`config.mk`:
```
export PLATFORM = sky130hd
export DESIGN_NAME = program_loader
export DESIGN_NICKNAME = d
export VERILOG_FILES = /design/src/rtl/program_loader_pkg.sv /design/src/rtl/instr_byte_assembler.sv /design/src/rtl/program_loader.sv
export SDC_FILE = /design/constraint.sdc
export NUM_CORES = 1
export LEC_CHECK = 0
export BUFFER_PORTS_ARGS = -buffer_cell sky130_fd_sc_hd__buf_2
export CORE_UTILIZATION = 55
export DETAILED_ROUTE_END_ITERATION = 10
export GPL_TIMING_DRIVEN = 0
export PLACE_DENSITY = 0.77
export SYNTH_ARGS = -nofsm -noshare
export SYNTH_HDL_FRONTEND = slang
export SYNTH_SLANG_ARGS = --single-unit
```
`constraint.sdc`:
```
create_clock -name Clock -period 4.2 [get_ports Clock]
set_input_delay 0.84 -clock Clock [delete_from_list [all_inputs] [get_ports Clock]]
set_output_delay 0.84 -clock Clock [all_outputs]
set_load 0.05 [all_outputs]
```
`src/rtl/program_loader_pkg.sv`:
```
// Shared definitions for the MiniAlu program loader: FSM states, sync marker
// default and the instruction word layout.
package program_loader_pkg;

    localparam int INSTR_W  = 28;
    localparam int OPCODE_W = 4;
    localparam int FIELD_W  = 8;

    localparam logic [7:0] DEFAULT_SYNC = 8'hA5;

    typedef enum logic [2:0] {
        ST_IDLE,
        ST_COUNT,
        ST_DATA,
        ST_CHECK,
        ST_DONE,
        ST_ERROR
    } state_t;

    typedef struct packed {
        logic [OPCODE_W-1:0] opcode;
        logic [FIELD_W-1:0]  dest;
        logic [FIELD_W-1:0]  src1;
        logic [FIELD_W-1:0]  src0;
    } instr_t;

    // Byte 0 of an instruction carries only the opcode; its upper bits must be clear.
    function automatic logic opcode_byte_ok(input logic [FIELD_W-1:0] b);
        return b[FIELD_W-1:OPCODE_W] == '0;
    endfunction

endpackage

```
`src/rtl/instr_byte_assembler.sv`:
```
// Collects four stream bytes (MSB first) into one instruction word and flags
// a malformed opcode byte or a completed word in the cycle the byte arrives.
module instr_byte_assembler
    import program_loader_pkg::*;
(
    input  logic               Clock,
    input  logic               Reset,
    input  logic               clear,
    input  logic               load,
    input  logic [FIELD_W-1:0] byte_in,
    output instr_t             word,
    output logic               word_done,
    output logic               nibble_bad
);

    localparam int ACC_W = OPCODE_W + 2 * FIELD_W;

    logic [1:0]       index;
    logic [ACC_W-1:0] acc;

    assign nibble_bad = load && (index == 2'd0) && !opcode_byte_ok(byte_in);
    assign word_done  = load && (index == 2'd3);
    // The final byte is used straight from the input so the word is ready in its arrival cycle.
    assign word       = instr_t'({acc, byte_in});

    always_ff @(posedge Clock or posedge Reset) begin
        if (Reset) begin
            index <= 2'd0;
            acc   <= '0;
        end else if (clear) begin
            index <= 2'd0;
            acc   <= '0;
        end else if (load && !nibble_bad) begin
            index <= index + 2'd1;
            if (index == 2'd0)
                acc <= ACC_W'(byte_in);
            else
                acc <= {acc[ACC_W-FIELD_W-1:0], byte_in};
        end
    end

endmodule

```
`src/rtl/program_loader.sv`:
```
// Receives a framed program over a valid/ready byte link, writes the decoded
// instructions into instruction RAM and holds the CPU in reset until verified.
module program_loader
    import program_loader_pkg::*;
#(
    parameter int               ADDR_W    = 16,
    parameter logic [ADDR_W-1:0] BASE_ADDR = '0,
    parameter logic [7:0]       SYNC_BYTE = DEFAULT_SYNC
) (
    input  logic               Clock,
    input  logic               Reset,
    input  logic               iByteValid,
    input  logic [7:0]         iByte,
    output logic               oByteReady,
    output logic               oWriteEnable,
    output logic [ADDR_W-1:0]  oWriteAddress,
    output logic [INSTR_W-1:0] oWriteData,
    output logic               oCpuReset,
    output logic               oDone,
    output logic               oError
);

    state_t     state;
    logic [7:0] count;
    logic [7:0] instr_idx;
    logic [7:0] chk;

    logic   accept;
    instr_t word;
    logic   word_done;
    logic   nibble_bad;

    assign accept = iByteValid && oByteReady;

    instr_byte_assembler u_assembler (
        .Clock      (Clock),
        .Reset      (Reset),
        .clear      (accept && (state == ST_COUNT)),
        .load       (accept && (state == ST_DATA)),
        .byte_in    (iByte),
        .word       (word),
        .word_done  (word_done),
        .nibble_bad (nibble_bad)
    );

    always_ff @(posedge Clock or posedge Reset) begin
        if (Reset) begin
            state         <= ST_IDLE;
            count         <= 8'd0;
            instr_idx     <= 8'd0;
            chk           <= 8'd0;
            oByteReady    <= 1'b1;
            oWriteEnable  <= 1'b0;
            oWriteAddress <= BASE_ADDR;
            oWriteData    <= '0;
            oCpuReset     <= 1'b1;
            oDone         <= 1'b0;
            oError        <= 1'b0;
        end else begin
            oWriteEnable <= 1'b0;
            if (accept) begin
                unique case (state)
                    ST_IDLE: begin
                        if (iByte == SYNC_BYTE)
                            state <= ST_COUNT;
                    end
                    ST_COUNT: begin
                        count     <= iByte;
                        chk       <= iByte;
                        instr_idx <= 8'd0;
                        state     <= (iByte == 8'd0) ? ST_CHECK : ST_DATA;
                    end
                    ST_DATA: begin
                        chk <= chk ^ iByte;
                        if (nibble_bad) begin
                            state     <= ST_ERROR;
                            oError    <= 1'b1;
                            oCpuReset <= 1'b1;
                        end else if (word_done) begin
                            oWriteEnable  <= 1'b1;
                            oWriteAddress <= BASE_ADDR + ADDR_W'(instr_idx);
                            oWriteData    <= word;
                            instr_idx     <= instr_idx + 8'd1;
                            if (instr_idx + 8'd1 == count)
                                state <= ST_CHECK;
                        end
                    end
                    ST_CHECK: begin
                        if (iByte == chk) begin
                            state      <= ST_DONE;
                            oDone      <= 1'b1;
                            oCpuReset  <= 1'b0;
                            oByteReady <= 1'b0;
                        end else begin
                            state  <= ST_ERROR;
                            oError <= 1'b1;
                        end
                    end
                    ST_ERROR: begin
                        // A fresh sync restarts a frame from the base address.
                        if (iByte == SYNC_BYTE) begin
                            state         <= ST_COUNT;
                            oError        <= 1'b0;
                            oWriteAddress <= BASE_ADDR;
                        end
                    end
                    default: begin
                    end
                endcase
            end
        end
    end

endmodule
```
==> metrics.yaml <==
track_usage: 0.241
use_met3: 0.0609
ant_nets: 0
vias: 3054
synthToLayoutAreaGrowth_pct: 14.2
die_area_sq_um: 8000
dp_cells: 531
relSlewSlack: 0.559
worstReg2RegEnd: "u_assembler.acc[14]"
cp.required_ns: 4.49
grt_busiest_layer: "met2"
placed_area_sq_um: 4600
p_int_w: 0.00116
dpl.hpwl_mm: 5.90
drc: 0
diodes: 0
grt_use_met1: 0.319
clock_latency_ns: 0.36
start_util: 0.573
core_sq_um: 7330
arrival_ns: 3.10
fin_area_sq_um: 4800
crit_path_end_kind: "register"
cp_cell_sequence: "clkbuf_1 > nor4_1 > nor2b_1 > nor2_1 > nor2b_1 > clkbuf_1 > a22o_1"
wirelength_mm: 8.53
dp_slack_ns: 1.08
yosysTopAreaCellShare: 0.524
multi_input_area_sq_um: 1740
postLayoutSetupSlackWorst_ns: 1.39
antenna_found_initial: 0
fmax_mhz: 356
drv_slew: 0
path_clk_slew_ns: 0.10
cts_tree: "yes"
grt_max_degree: 59
cts_hold_buffers: 0
dr.pass1.iters: 4
rows: 31
io_buffer_count: 43
cpPeakStageDelay_ns: 0.50
first_iter_violations: 164
cts_root_buf: "clkbuf_8"
final_cell_mix: "88 x dfrtp_1, 49 x buf_2, 42 x nand2_1, 32 x mux2_2, 20 x nor2_1"
layout.filler_cells: 587
final_cells: 547
slowest_stage: "clkbuf_1"
power.share.clock: 0.393
r2r_cells: 7
wl_per_cell_um: 15.6
vias_per_cell: 5.58
maxCapViolations: 0
grt_pass1_vias: 2955
final_common_cell: "dfrtp_1"
hold_class: "in -> async"
status: "complete, no violations"
p_comb_frac: 0.042
critPathKind: "in -> reg"
ioPinCount: 60
async_flop_share: 1.00
die_y_um: 89.4
clockBufferDepth: 2
powerDensity_nw_per_um2: 320
synth_edf_count: 0
fin_skew_ns: 0.0124
final.period_utilization: 0.668
synth_flop_cell: "dfrtp_1"
die_w_um: 89.4
finalHoldViolations: 0
syn_avg_cell_area_sq_um: 11.0
reg2reg_from: "u_assembler.index[0]"
gp_congestion: 0.864
synthTopCellsByArea: "dfrtp_1 52%, mux2_2 8.6%, nand2_1 3.8%"
synth.distinct_cells: 55
peakVddDrop_uv: 222
setup_viol: 0
switching_power_w: 0.000373
grt_util_met2: 0.390
seq_area_sq_um: 2250
cts.sinks: 90
overflow: 0
postCtsSetupBuffers: 0
synth.largest_area_cell: "dfrtp_1"
swShare: 0.243
power_frac_seq: 0.564
drive_gt1_frac: 0.275
synth-seq-cells: 90
h-tree-depth: 3
fin_nets: 457
synthCells: 381
grt_pass1_wl_mm: 14.3
startpoint_type: "input port"
path_max_fanout: 10
holdWs_ns: 0.467
ctsResizeCount: 0
tightest_slew_ns: 0.662
reg2reg_slack_ns: 1.67
numCtsBuffers: 9
fin_setup_tns_ns: 0
grt_setup_unrepaired: "false"
syn-cell-area_sq_um: 4200
period_minus_slack_ns: 2.81
yosysWarningCount: 0
power.leakage_nw: 2.39
seq_area_frac_synth: 0.536
## flip-flops by register name, indices dropped and copies added, names as in the netlist
register,count
oCpuReset,1
oWriteData,28
chk,8
oError,1
count,8
oWriteAddress,8
oWriteEnable,1
oByteReady,1
state,3
u_assembler.acc,20
instr_idx,8
u_assembler.index,2
oDone,1
## power by group through the flow
stage | Clock (W) | Combinational (W) | Sequential [W]
final | 0.000603 | 0.0000649 | 0.000866
after global routing | 0.000641 | 0.0000727 | 0.000866
after CTS | 0.000614 | 0.0000660 | 0.000866
after detailed placement | 0 | 0.0000658 | 0.000883
after global placement | 0 | 0.0000614 | 0.000883
after floorplan | 0 | 0.0000502 | 0.000883
## final cells by class
class | count | share of cell area
sequential | 90 | 0.470
buffer | 35 | 0.0370
tap | 99 | 0.0258
inverter | 15 | 0.0122
multi-input combinational | 248 | 0.363
timing repair buffer | 44 | 0.0506
clock buffer | 9 | 0.0258
clock inverter | 7 | 0.0164
## cell usage after synthesis (2+ instances only)
master / n
and3_1: 4
o31ai_1: 3
inv_1: 14
nor3_1: 3
o21ai_0: 19
mux2_1: 5
dfstp_2: 2
ha_1: 3
mux2i_1: 8
o22a_1: 2
nand4_1: 4
buf_2: 6
nand3_1: 4
a31oi_1: 3
nor2b_1: 4
mux2_2: 32
a311oi_1: 8
a22o_1: 12
a21oi_1: 14
clkbuf_1: 19
xor2_1: 12
o41ai_1: 2
o21ai_1: 2
xnor2_1: 5
nor2_1: 20
or4_4: 2
buf_4: 8
nor4_1: 3
nand2_1: 42
dfrtp_1: 88
and2_1: 3
nand2b_1: 2
## critical path: cells and delay by family
family                 cells  cell delay, ns
AOI/OAI and AO/OA          1            0.24
buffers and inverters      2            0.86
and+or+nand+nor            4            1.13
## logic make-up after synthesis
kind of cell,count (synthesis),synth area share
mux,45,0.118
flops,90,0.536
fa+ha+maj,3,0.00893
buf+inv,50,0.0557
compound gates,72,0.119
other cells,1,0.000892
simple gates,103,0.125
xor+xnor,17,0.0354
## metal layers
metal  wire length [um]  up-vias
li1                   -     1432
met1               3900     1521
met2               4050       86
met3                430       15
met4                144        0
met5                  0        -
## through the flow
step	utilization	power (W)
2_1_floorplan	-	0.000933
3_3_place_gp	0.623	0.000944
3_5_place_dp	0.627	0.000949
4_1_cts	0.655	0.00155
5_1_grt	0.655	0.00158
6_report	0.655	0.00153
## worst max-delay path by stage
stage | start | slack, ns | end | depth (start not counted)
global placement | Reset | 0.08 | oDone | 2
global route | iByte[5] | 1.27 | u_assembler.acc[14] | 7
detailed placement | iByte[5] | 1.08 | u_assembler.acc[14] | 7
finish | iByte[5] | 1.39 | u_assembler.acc[14] | 7
floorplan | Reset | 1.03 | chk[0] | 1
CTS | iByte[5] | 1.42 | u_assembler.acc[14] | 7
Note: power is estimated with default switching activity, not from simulation.
